$ cat src/rtl/turn_scheduler.sv
// Turn sequencer for the game FSM: arbitrates two player move sources, issues one
// move per turn, waits for the game acknowledge, and enforces turn timeout and limit.
module turn_scheduler #(
    parameter int unsigned TURN_CYCLES = 50,
    parameter int unsigned MAX_TURNS   = 9,
    parameter int unsigned CNT_W       = 6
) (
    input  logic             clk,
    input  logic             rst,
    input  logic             start,
    input  logic             p0_req,
    input  logic [2:0]       p0_move,
    input  logic             p1_req,
    input  logic [2:0]       p1_move,
    input  logic             game_ack,
    input  logic             game_over,
    output logic             move_valid,
    output logic [2:0]       move_out,
    output logic             player,
    output logic             timeout,
    output logic [CNT_W-1:0] turn_cnt,
    output logic             busy,
    output logic             done
);

    typedef enum logic [2:0] {
        S_IDLE,
        S_WAIT_MOVE,
        S_ISSUE,
        S_WAIT_ACK,
        S_SWITCH,
        S_DONE
    } state_t;

    localparam logic [CNT_W-1:0] TIMER_RELOAD = CNT_W'(TURN_CYCLES - 1);
    localparam logic [CNT_W-1:0] TURN_LIMIT   = CNT_W'(MAX_TURNS);

    state_t           r_state, w_state_nxt;
    logic [CNT_W-1:0] r_timer, w_timer_nxt;
    logic [CNT_W-1:0] r_turn_cnt, w_turn_cnt_nxt;
    logic [CNT_W-1:0] w_turn_inc;
    logic             r_player, w_player_nxt;
    logic [2:0]       r_move_out, w_move_out_nxt;
    logic             r_move_valid, w_move_valid_nxt;
    logic             r_timeout, w_timeout_nxt;
    logic             r_busy, w_busy_nxt;
    logic             r_done, w_done_nxt;
    logic             w_cur_req;
    logic [2:0]       w_cur_move;

    // State and registered outputs
    always_ff @(posedge clk or negedge rst) begin
        if (!rst) begin
            r_state      <= S_IDLE;
            r_timer      <= '0;
            r_turn_cnt   <= '0;
            r_player     <= 1'b0;
            r_move_out   <= 3'b000;
            r_move_valid <= 1'b0;
            r_timeout    <= 1'b0;
            r_busy       <= 1'b0;
            r_done       <= 1'b0;
        end else begin
            r_state      <= w_state_nxt;
            r_timer      <= w_timer_nxt;
            r_turn_cnt   <= w_turn_cnt_nxt;
            r_player     <= w_player_nxt;
            r_move_out   <= w_move_out_nxt;
            r_move_valid <= w_move_valid_nxt;
            r_timeout    <= w_timeout_nxt;
            r_busy       <= w_busy_nxt;
            r_done       <= w_done_nxt;
        end
    end

    // Next-state and next-output logic
    always_comb begin
        w_state_nxt      = r_state;
        w_timer_nxt      = r_timer;
        w_turn_cnt_nxt   = r_turn_cnt;
        w_player_nxt     = r_player;
        w_move_out_nxt   = r_move_out;
        w_timeout_nxt    = 1'b0;
        w_move_valid_nxt = 1'b0;
        w_busy_nxt       = 1'b0;
        w_done_nxt       = 1'b0;
        w_turn_inc       = r_turn_cnt + CNT_W'(1);
        w_cur_req        = r_player ? p1_req  : p0_req;
        w_cur_move       = r_player ? p1_move : p0_move;

        case (r_state)
            S_IDLE, S_DONE: begin
                if (start) begin
                    w_state_nxt    = S_WAIT_MOVE;
                    w_player_nxt   = 1'b0;
                    w_turn_cnt_nxt = '0;
                    w_timer_nxt    = TIMER_RELOAD;
                end
            end
            S_WAIT_MOVE: begin
                // A request on the last timer cycle still wins over the timeout
                if (w_cur_req) begin
                    w_move_out_nxt = w_cur_move;
                    w_state_nxt    = S_ISSUE;
                end else if (r_timer == '0) begin
                    w_timeout_nxt = 1'b1;
                    w_state_nxt   = S_SWITCH;
                end else begin
                    w_timer_nxt = r_timer - CNT_W'(1);
                end
            end
            S_ISSUE: begin
                w_state_nxt = S_WAIT_ACK;
            end
            S_WAIT_ACK: begin
                if (game_ack) begin
                    if (game_over) begin
                        w_turn_cnt_nxt = w_turn_inc;
                        w_state_nxt    = S_DONE;
                    end else begin
                        w_state_nxt = S_SWITCH;
                    end
                end
            end
            S_SWITCH: begin
                w_turn_cnt_nxt = w_turn_inc;
                w_player_nxt   = ~r_player;
                w_timer_nxt    = TIMER_RELOAD;
                w_state_nxt    = (w_turn_inc == TURN_LIMIT) ? S_DONE : S_WAIT_MOVE;
            end
            default: begin
                w_state_nxt = S_IDLE;
            end
        endcase

        w_move_valid_nxt = (w_state_nxt == S_ISSUE);
        w_busy_nxt       = (w_state_nxt != S_IDLE) && (w_state_nxt != S_DONE);
        w_done_nxt       = (w_state_nxt == S_DONE);
    end

    assign move_valid = r_move_valid;
    assign move_out   = r_move_out;
    assign player     = r_player;
    assign timeout    = r_timeout;
    assign turn_cnt   = r_turn_cnt;
    assign busy       = r_busy;
    assign done       = r_done;

endmodule

$ cat config.mk
export PLATFORM = sky130hd
export DESIGN_NAME = turn_scheduler
export DESIGN_NICKNAME = d
export VERILOG_FILES = /design/src/rtl/turn_scheduler.sv
export SDC_FILE = /design/constraint.sdc
export NUM_CORES = 1
export LEC_CHECK = 0
export BUFFER_PORTS_ARGS = -buffer_cell sky130_fd_sc_hd__clkbuf_2
export CAP_MARGIN = 20
export CORE_MARGIN = 5
export CORE_UTILIZATION = 48
export DETAILED_ROUTE_END_ITERATION = 10
export HOLD_SLACK_MARGIN = 0.03
export PLACE_DENSITY = 0.81
export SYNTH_ARGS = -nofsm -noshare
export SYNTH_HDL_FRONTEND = slang
export SYNTH_SLANG_ARGS = --single-unit
$ cat constraint.sdc
create_clock -name clk -period 4 [get_ports clk]
set_clock_uncertainty 0.2 [all_clocks]
set_input_delay 0 -clock clk [delete_from_list [all_inputs] [get_ports clk]]
set_output_delay 0 -clock clk [all_outputs]
set_load 0.005 [all_outputs]
==> results of run 1 <==
-- per-stage QoR --
stage,cells,util,hold slack (ns),cell area [sq um]
finish,217,0.6205,0.3296,1682
detailed placement,197,0.5452,-0.1783,1478
CTS,216,0.6103,0.3019,1654
global route,217,0.6205,0.3667,1682
global placement,197,0.5452,-0.1936,1478
floorplan,144,-,-0.4956,1338
-- cells in the final DEF, fill, tap and decap left out, drive strengths merged, types with 2 or more instances in the layout --
master,n
nand3b,2
and2,2
o211ai,4
nand3,3
nand2,23
a21oi,3
inv,9
clkbuf,30
nor3,4
nor3b,3
or3,4
nand2b,2
ha,4
xor2,5
dfrtp,23
nor2,10
o21ai,17
dlygate4sd3,15
mux2i,6
-- repair_timing --
action	4_1_cts	5_1_grt
endpoints found under the hold margin	40	0
hold buffers	15	0
resized for setup	0	0
-- worst max-delay path, delay by kind of cell, from the launching register on --
family | cells | cell delay, ns
buffers and inverters | 2 | 0.72
and+or+nand+nor | 3 | 0.41
muxes | 2 | 0.43
DFF | 1 | 0.57
-- flip-flops by register name (all words and copies together), names as in the netlist --
| name | flops |
|---|---|
| r_state | 3 |
| r_timer | 6 |
| turn_cnt | 6 |
| player | 1 |
| busy | 1 |
| timeout | 1 |
| move_valid | 1 |
| move_out | 3 |
| done | 1 |
-- metal layers --
layer | wire, microns | global-route usage | vias up
met5 | 0 | 0 | -
met4 | 62 | 0.05305 | 0
met3 | 112 | 0.03597 | 6
met2 | 1543 | 0.2902 | 33
met1 | 1345 | 0.2043 | 560
li1 | - | - | 586
-- area by class of cell --
cell class,instances,share of cell area
multi-input combinational,108,0.4159
sequential,23,0.3423
tap,31,0.02307
inverter,9,0.02009
clock buffer,4,0.01563
timing repair buffer,42,0.1830
-- Yosys cell counts, drive strengths merged --
library cell   n  area (sq um)
o21a           1         8.760
o311a          1         11.26
a41oi          1         8.760
nor4           1         6.260
a21oi          3         15.01
or4b           1         10.01
nor2          10         37.54
nand3          3         15.01
and3           1         6.260
nor3           4         20.02
nor2b          1         6.260
ha             4         50.05
dfrtp         23         575.6
inv            9         33.78
or3            4         35.03
or2b           1         7.510
and2b          1         7.510
nand4          1         6.260
mux2i          6         72.57
nor3b          3         22.52
o211ai         4         35.03
buf            4         28.78
a211oi         1         7.510
nand2         23         86.33
a22o           1         8.760
xor2           5         43.79
nand2b         2         12.51
and3b          1         8.760
a211o          1         8.760
and2           2         12.52
nand3b         2         15.01
a32oi          1         16.27
o21ai         17         88.83
a2bb2oi        1         8.760
-- how the worst max path moves through the flow --
stage | end | slack (ns) | depth (start not counted)
4_1_cts | busy$_DFF_PN0_ | 1.60 | 7
6_report | busy$_DFF_PN0_ | 1.55 | 7
3_5_place_dp | busy$_DFF_PN0_ | 1.78 | 6
3_3_place_gp | busy$_DFF_PN0_ | 1.91 | 6
5_1_grt | busy$_DFF_PN0_ | 1.42 | 7
2_1_floorplan | busy$_DFF_PN0_ | 1.95 | 6
-- power breakdown --
| part | internal (mW) | total, mW | switching, mW |
|---|---|---|---|
| registers | 0.307 | 0.409 | 0.102 |
| clock network | 0.0389 | 0.106 | 0.0670 |
| logic | 0.225 | 0.463 | 0.238 |
-- cells by family after synthesis --
group / share of synthesized area
adders and majority gates: 0.03742
buffers and inverters: 0.04677
muxes: 0.05426
and+or+nand+nor: 0.2357
xor gates and xnor gates: 0.03274
DFF: 0.4303
AOI/OAI and AO/OA: 0.1628
==> run metrics, run 1 <==
pin count of the biggest net entering global routing 24; overall power of the completed layout 0.9778 mW; worst-case hold path end point move_out[0]$_DFFE_PN0P_; actual slew at the worst max-slew pin 0.4806 ns; area of the die 3942 sq um; share of post-route cells with drive strength above 1 0.2097; Max Fclk 0.4087 GHz; RSZ-0062 raised after global routing false; Hold Path Stages 2; Register-to-Register Setup Slack 1.55 ns; via count roughly 1,200; startpoint of the most critical hold path move_out[0]$_DFFE_PN0P_; Placer Congestion ~0.85; beginning of the worst register-to-register path player$_DFFE_PN0P_; initial core utilization 0.4935; layout overhead on the synthesized area 25.72%; remaining routing DRC violations 0; Cells after Synth ~140; Seq/Total Area, Yosys 0.4303; timing startpoint of the critical path player$_DFFE_PN0P_; Crit Path Max Fanout 7; Arr. time, crit path 2.44 ns; static power due to leakage 0.7840 nW; worst hold path type reg -> reg; Worst Path Class, Setup reg -> reg; Syn Nets 161; top-level I/O count 27; count of standard-cell rows 19; final-layout fill cell count 237; worst reg2reg path endpoint busy$_DFF_PN0_; Multi-input gate area 699.4 sq um; run status complete, no violations; mean instance size in the synthesized netlist about 9.3 sq um; antenna-violating nets left 0; wirelength, routed 3064 microns; number of levels the H-tree was split into 1; number of warnings printed during yosys synthesis 0; worst rel slew slack 0.6789; Die Span Y 62.79 microns; CP startpoint kind flop; clock transition at the registers of the reported paths 0.12 ns; Root Buffer Master sky130_fd_sc_hd__clkbuf_4; synthesized cell area 1338 sq um; number of violations reported at the end of detailed-routing iteration 0 50; Period minus WS final 2.447 ns; latest clock arrival within the worst-skew pair ~0.30 ns; critical-path cell with the highest stage delay sky130_fd_sc_hd__dlygate4sd3_1; count of distinct cell types in the synthesized netlist 42; total power per unit cell area 581.5 nW/um^2; width of the chip 62.79 microns; via density per instance 5.461; Setup WS post-layout 1.553 ns; number of global-route vias before repair approximately 1,200; Core Footprint roughly 2700 sq um; number of buffers created by CTS 3; highest cell delay on the worst timing path approximately 0.64 ns; post-CTS setup buffers 0; IO buf count 26; R2R cell count 7; final setup violation count 0; post-detailed-route wirelength per cell ~14 microns; CTS tree done; final total negative setup slack 0 ns; Final Slew Violations 0; hold violation count in the final report 0; wire length of the first global-routing pass about 5400 microns; Bufs on Longest Clock Path 2; count of nets after finishing 204; Period Utilization, post-route 0.6117; Pre-antenna DRT Iters 4; #FFs+latches synth 23; area used by sequential logic in the layout roughly 580 sq um; Total GRT Usage 0.1671; Setup Slack @ Placement 1.784 ns; Worst setup EP type flop; number of maximum-capacitance violations 0; sequence of cells on the critical path mux2i_4, dlygate4sd3_1, nand2_1, nor2_1, nor3_1, inv_1, mux2i_1; worst voltage drop across the vdd grid 419.2 uV; antenna fix cells 0; required time at the worst-slack endpoint 3.99 ns; initial antenna violation count 0; remaining global-route overflow 0; HPWL after DPL 2166 microns; number of clock sinks 23
Note: power is estimated with default switching activity, not from simulation.
==> inputs of run 2 (changes only) <==
ABC_AREA = 1   (was default)
PLACE_DENSITY = 0.84   (was 0.81)
clock period = 2.1 ns   (was 4 ns; I/O delays follow)
==> run 2 against run 1 <==
  * Core utilization up 2.4 points
  * Routed wire length up 11%
  * Area after synthesis increased by 2.2%
  * Die area is 1.8% higher
  * Combinational power rose to 2.5 times the previous value
  * Non-clock buffer count grew 5
  * Maximum frequency increased by 18%
  * Largest power group unchanged
==> run metrics, run 2 <==
run status complete, no violations; Area contributors post-synth sky130_fd_sc_hd__dfrtp_1 42%, sky130_fd_sc_hd__nand2_1 19%, sky130_fd_sc_hd__inv_1 7.1%, sky130_fd_sc_hd__nor2_1 6.0%, sky130_fd_sc_hd__nand3_1 4.8%; top-level I/O count 27 (unchanged); Final Instance Area 1763 sq um (+4.8%); Bufs on Longest Clock Path 2 (unchanged); latest clock arrival within the worst-skew pair 0.32 ns (+0.02 ns); Root Buffer Master sky130_fd_sc_hd__clkbuf_4; final setup violation count 0 (unchanged); worst hold path type in -> reg; Total GRT Usage 0.1706 (+0.003455); most common cell after layout, fill and taps aside sky130_fd_sc_hd__nand2_1; number of buffers created by CTS 3 (unchanged); leading cell types in the layout, fill and taps excluded 70 x sky130_fd_sc_hd__nand2_1, 26 x sky130_fd_sc_hd__inv_1, 26 x sky130_fd_sc_hd__clkbuf_2; CP startpoint kind flop; via density per instance 5.121 (-6.2%); cell type contributing the most total cell area after synthesis sky130_fd_sc_hd__dfrtp_1; count of standard-cell rows 19 (unchanged); wirelength, routed 3402 microns (+11%); overall power of the completed layout 2.107 mW (+120%); Arr. time, crit path 2.14 ns (-0.30 ns); number of flops mapped to enable cells by yosys 0 (unchanged); required time at the worst-slack endpoint 2.17 ns (-1.82 ns); Core Footprint 2734 sq um (+0.88%); static power due to leakage 0.9846 nW (+26%); actual slew at the worst max-slew pin 0.4442 ns (-0.03636 ns); IO buf count 26 (unchanged); number of warnings printed during yosys synthesis 0 (unchanged); most frequently used flop master after synthesis sky130_fd_sc_hd__dfrtp_1; count of nets after finishing 260 (+27%); synthesized cell area 1366 sq um (+2.2%); Worst Path Class, Setup reg -> reg; area fraction of the dominant cell type after synthesis 0.4212 (-0.009063); #FFs+latches synth 23 (unchanged); Period Utilization, post-route 0.9836 (+0.3718); Syn Nets 208 (+29%); Crit Path Max Fanout 7 (unchanged); mean instance size in the synthesized netlist 7.153 sq um (-23%); area of the die 4013 sq um (+1.8%); Placer Congestion 0.8973 (+5.9%); share of post-route cells with drive strength above 1 0.2025 (-0.007198); post-detailed-placement cell area 1535 sq um (+3.9%); Period minus WS final 2.065 ns (-0.3814 ns); CTS tree done; most frequent cell after synthesis sky130_fd_sc_hd__nand2_1; number of violations reported at the end of detailed-routing iteration 0 69 (+38%); via count 1,398 (+18%); HPWL after DPL 2068 microns (-4.5%); top cells by count, synth 70 x sky130_fd_sc_hd__nand2_1, 26 x sky130_fd_sc_hd__inv_1, 23 x sky130_fd_sc_hd__dfrtp_1; number of clock sinks 23 (unchanged); wire length of the first global-routing pass 5513 microns (+1.9%); initial antenna violation count 0 (unchanged); total power per unit cell area 1195 nW/um^2 (+110%); initial core utilization 0.4998 (+0.006234); Pre-antenna DRT Iters 7 (+3); async set-reset flop share out of synthesis 1.000 (unchanged); antenna fix cells 0 (unchanged); layout overhead on the synthesized area 29.03%; post-detailed-route wirelength per cell 12.46 microns (-12%); width of the chip 63.35 microns (+0.90%); Worst setup EP type flop; number of global-route vias before repair 1,202 (+0.083%); remaining routing DRC violations 0 (unchanged); Cells after Synth 191 (+33%); number of maximum-capacitance violations 0 (unchanged); number of levels the H-tree was split into 1 (unchanged); Die Span Y 63.35 microns (+0.90%); worst voltage drop across the vdd grid 866.1 uV (+110%); pin count of the biggest net entering global routing 24 (unchanged); remaining global-route overflow 0 (unchanged); Max Fclk 0.4842 GHz (+18%); antenna-violating nets left 0 (unchanged); count of distinct cell types in the synthesized netlist 22 (-48%); Final Slew Violations 0 (unchanged); clock transition at the registers of the reported paths 0.14 ns (+0.02 ns); worst rel slew slack 0.7016 (+0.02265); hold violation count in the final report 0 (unchanged); Final Util 0.6449 (+0.02435); Seq/Total Area, Yosys 0.4212 (-0.009063)
==> run 2: cell count changes after synthesis, moves of 5 or more <==
cell / delta
sky130_fd_sc_hd__mux2i_1: -5
sky130_fd_sc_hd__nand3_1: +10
sky130_fd_sc_hd__nor2_1: +12
sky130_fd_sc_hd__nand2_1: +47
sky130_fd_sc_hd__inv_1: +17
sky130_fd_sc_hd__o21ai_0: -9
==> run 2: worst max-delay path, cell delays in order (launching register included) <==
cell,delay (ns)
sky130_fd_sc_hd__dfrtp_1,0.44
sky130_fd_sc_hd__inv_1,0.15
sky130_fd_sc_hd__nand3_4,0.14
sky130_fd_sc_hd__a21oi_4,0.19
sky130_fd_sc_hd__buf_4,0.15
sky130_fd_sc_hd__nor2_1,0.04
sky130_fd_sc_hd__a31oi_1,0.13
sky130_fd_sc_hd__dlygate4sd3_1,0.56
==> run 2: per-stage QoR <==
| step | hold slack (ns) | worst slack [ns] | std cells | setup TNS (ns) |
|---|---|---|---|---|
| final | 0.2681 | 0.03454 | 273 | 0 |
| after global routing | 0.2687 | -0.04140 | 273 | -0.08015 |
| after CTS | 0.2558 | 0.1122 | 267 | 0 |
| after detailed placement | -0.1774 | 0.4035 | 248 | 0 |
| after global placement | -0.1796 | 0.4535 | 248 | 0 |
| after floorplan | -0.4956 | 0.5884 | 191 | 0 |
==> run 2: area by class of cell <==
class | count | area [sq um]
fillers | 222 | 970.9
multi-input cells | 140 | 685.7
flip-flops and latches | 23 | 576.8
repair buffers | 47 | 329.1
inverters | 28 | 105.1
well taps | 31 | 38.79
clock buffers | 3 | 22.52
clock inverters | 1 | 5.005
==> run 2: kinds of logic after synthesis <==
family	count (synthesis)	share of synthesized area
compound gates	13	0.06411
fa+ha+maj	4	0.03663
simple gates	119	0.3755
flops	23	0.4212
xor+xnor	4	0.02565
buf+inv	28	0.07692
==> run 2: timing repair <==
| item | CTS | global route |
|---|---|---|
| setup buffers | 0 | 5 |
| endpoints found under the setup margin | 0 | 3 |
| hold endpoints to repair | 40 | 0 |
| hold buffers | 15 | 0 |
| gates resized for setup | 0 | 1 |
==> run 2: layer usage <==
metal	vias to the layer above	routed length, microns	GRT usage
met5	-	0	0
met4	0	123	0.07273
met3	14	214	0.02309
met2	66	1648	0.2830
met1	619	1415	0.2205
li1	699	-	-
==> run 2: power breakdown <==
part	internal [mW]	total, mW	leakage [nW]	switching (mW)
clock network	0.0713	0.211	0.0177	0.140
registers	0.593	0.733	0.292	0.141
logic	0.484	1.16	0.675	0.679
==> run 2: worst paths after layout <==
| kind | start | to | slack (ns) | depth (start not counted) |
|---|---|---|---|---|
| setup / recovery | r_state[1]$_DFF_PN0_ | move_out[2]$_DFFE_PN0P_ | 0.03 | 7 |
| hold reg to reg | r_timer[5]$_DFFE_PN0P_ | r_timer[5]$_DFFE_PN0P_ | 0.31 | 2 |
| max in group asynchronous | rst | turn_cnt[0]$_DFFE_PN0P_ | 0.79 | 4 |
| hold / removal | p1_move[2] | move_out[2]$_DFFE_PN0P_ | 0.27 | 4 |
| min in group asynchronous | rst | move_out[1]$_DFFE_PN0P_ | 0.44 | 3 |
| setup reg to reg | r_state[1]$_DFF_PN0_ | move_out[2]$_DFFE_PN0P_ | 0.03 | 7 |
==> inputs of run 3 (changes only) <==
PLACE_DENSITY = 0.81   (was 0.84)
clock period = 2.2 ns   (was 2.1 ns; I/O delays follow)
==> run 3 against run 2 <==
  * Clock power decreased by 5%
  * Core utilization decreased by 0.69 points
  * Critical path depth decreased by 1
  * Cell area decreased by 1.1%
  * Worst setup slack improved by 0.066 ns
  * Critical path type unchanged
  * Non-clock buffer count decreased by 5
  * Sequential share of layout area increased by 0.28 points
  * Clock-buffer cell count increased by 1
  * Final cell count decreased by 1.8%
  * Sequential power decreased by 4.8%
==> run metrics, run 3 (synthesis gave the netlist of run 2 again) <==
worst rel slew slack 0.7028 (+0.001214); via count 1,338 (-4.3%); wire length of the first global-routing pass 5347 microns (-3.0%); Placer Congestion 0.9015 (+0.47%); count of standard-cell rows 19 (unchanged); initial core utilization 0.4998 (unchanged); static power due to leakage 0.9648 nW (-2.0%); worst hold path type in -> reg; post-detailed-route wirelength per cell 11.78 microns (-5.4%); Core Footprint 2734 sq um (unchanged); CTS tree done; via density per instance 4.993 (-2.5%); number of maximum-capacitance violations 0 (unchanged); Crit Path Max Fanout 9 (+2); startpoint of the most critical hold path p0_move[0]; top-level I/O count 27 (unchanged); Hold Slack 0.2566 ns (-0.01155 ns); HPWL after DPL 2096 microns (+1.4%); Multi-input gate area 688.2 sq um (+0.36%); width of the chip 63.35 microns (unchanged); hold violation count in the final report 0 (unchanged); latest clock arrival within the worst-skew pair 0.31 ns (about the same); required time at the worst-slack endpoint 2.26 ns (+0.09 ns); remaining routing DRC violations 0 (unchanged); timing startpoint of the critical path r_state[1]$_DFF_PN0_; layout overhead on the synthesized area 27.66%; Root Buffer Master sky130_fd_sc_hd__clkbuf_4; Setup Slack @ Placement 0.5270 ns (+0.1235 ns); most common cell after layout, fill and taps aside sky130_fd_sc_hd__nand2_1; share of post-route cells with drive strength above 1 0.1814 (-0.02104); initial antenna violation count 0 (unchanged); Pre-antenna DRT Iters 4 (-3); number of buffers created by CTS 3 (unchanged); leading cell types in the layout, fill and taps excluded 69 x sky130_fd_sc_hd__nand2_1, 26 x sky130_fd_sc_hd__inv_1, 25 x sky130_fd_sc_hd__clkbuf_2; Period minus WS final 2.100 ns (+0.03407 ns); final-layout fill cell count 240 (+8.1%); CP startpoint kind flop; beginning of the worst register-to-register path r_state[1]$_DFF_PN0_; Final Slew Violations 0 (unchanged); Bufs on Longest Clock Path 2 (unchanged); area of the die 4013 sq um (unchanged); clock transition at the registers of the reported paths 0.13 ns (about the same); Setup WS post-layout 0.1005 ns (+0.06593 ns); Max Fclk 0.4763 GHz (-1.6%); wirelength, routed 3158 microns (-7.2%); worst voltage drop across the vdd grid 683.9 uV (-21%); number of global-route vias before repair 1,245 (+3.6%); antenna fix cells 0 (unchanged); actual slew at the worst max-slew pin 0.4424 ns (-0.001807 ns); total power per unit cell area 1114 nW/um^2 (-6.8%); number of clock sinks 23 (unchanged); Period Utilization, post-route 0.9543 (-0.02922); pin count of the biggest net entering global routing 24 (unchanged); Total GRT Usage 0.1625 (-0.008088); Worst Path Class, Setup reg -> reg; IO buf count 26 (unchanged); Die Span Y 63.35 microns (unchanged); number of levels the H-tree was split into 1 (unchanged); final total negative setup slack 0 ns (unchanged); RSZ-0062 raised after global routing false; number of violations reported at the end of detailed-routing iteration 0 50 (-28%); area used by sequential logic in the layout 575.6 sq um (-0.22%); final setup violation count 0 (unchanged); run status complete, no violations; count of nets after finishing 255 (-1.9%); Worst setup EP type flop; antenna-violating nets left 0 (unchanged); Arr. time, crit path 2.16 ns (+0.02 ns); remaining global-route overflow 0 (unchanged)
==> run 3: cell count changes in the layout (fill, tap and decap cells not counted) <==
| cell | before | now |
|---|---|---|
| sky130_fd_sc_hd__buf_4 | 5 | 1 |
| sky130_fd_sc_hd__buf_16 | 0 | 1 |
| sky130_fd_sc_hd__buf_6 | 1 | 0 |
| sky130_fd_sc_hd__clkbuf_1 | 0 | 1 |
| sky130_fd_sc_hd__clkbuf_2 | 26 | 25 |
| sky130_fd_sc_hd__clkinv_2 | 1 | 0 |
| sky130_fd_sc_hd__dfrtp_1 | 22 | 23 |
| sky130_fd_sc_hd__dfrtp_2 | 1 | 0 |
| sky130_fd_sc_hd__nand2_1 | 70 | 69 |
| sky130_fd_sc_hd__nand2_2 | 3 | 4 |
==> run 3: report_power, final <==
group | total (mW) | internal, mW | switching, mW | leakage, nW
registers | 0.698 | 0.565 | 0.133 | 0.294
clock network | 0.200 | 0.0709 | 0.129 | 0.0150
logic | 1.05 | 0.424 | 0.622 | 0.656
==> run 3: metal layers <==
metal	GRT usage	vias to the layer above	part of all wire
met3	0.01599	9	0.041
met2	0.2703	34	0.48
met1	0.2125	607	0.45
met4	0.07013	0	0.021
li1	-	688	-
met5	0	-	0
==> run 3: worst paths after layout <==
check	endpoint	slack, ns	depth (start not counted)
setup reg to reg	move_out[2]$_DFFE_PN0P_	0.10	6
max in group asynchronous	turn_cnt[3]$_DFFE_PN0P_	0.94	4
setup / recovery	move_out[2]$_DFFE_PN0P_	0.10	6
min in group asynchronous	r_timer[5]$_DFFE_PN0P_	0.45	3
hold reg to reg	r_timer[5]$_DFFE_PN0P_	0.31	2
hold / removal	move_out[0]$_DFFE_PN0P_	0.26	4
==> run 3: metrics by stage <==
| step | cell area (sq um) | utilization | cells | total power, mW |
|---|---|---|---|---|
| after floorplan | 1366 | - | 191 | 1.368 |
| after global placement | 1535 | 0.5616 | 248 | 1.597 |
| after detailed placement | 1535 | 0.5616 | 248 | 1.629 |
| after CTS | 1722 | 0.6297 | 268 | 1.937 |
| after global routing | 1744 | 0.6380 | 268 | 2.121 |
| final | 1744 | 0.6380 | 268 | 1.943 |
==> run 3: what timing repair did <==
action / in CTS / in global routing
buffers inserted: 0 / 0
hold buffers: 16 / 0
endpoints found under the hold margin: 41 / 0
gates resized for setup: 0 / 3
endpoints found under the setup margin: 0 / 1
==> run 3: worst max-delay path, cell delays in order, from the launching register on <==
cell,delay [ns]
sky130_fd_sc_hd__dfrtp_1,0.44
sky130_fd_sc_hd__inv_1,0.16
sky130_fd_sc_hd__nand3_4,0.16
sky130_fd_sc_hd__a21oi_4,0.30
sky130_fd_sc_hd__nor2_1,0.10
sky130_fd_sc_hd__a31oi_1,0.13
sky130_fd_sc_hd__dlygate4sd3_1,0.55
==> run 3: layout make-up <==
cell class,instances,share of cell area
multi-input cells,140,0.3945
flip-flops and latches,23,0.3300
repair buffers,42,0.1779
inverters,28,0.06026
well taps,31,0.02224
clock buffers,4,0.01506
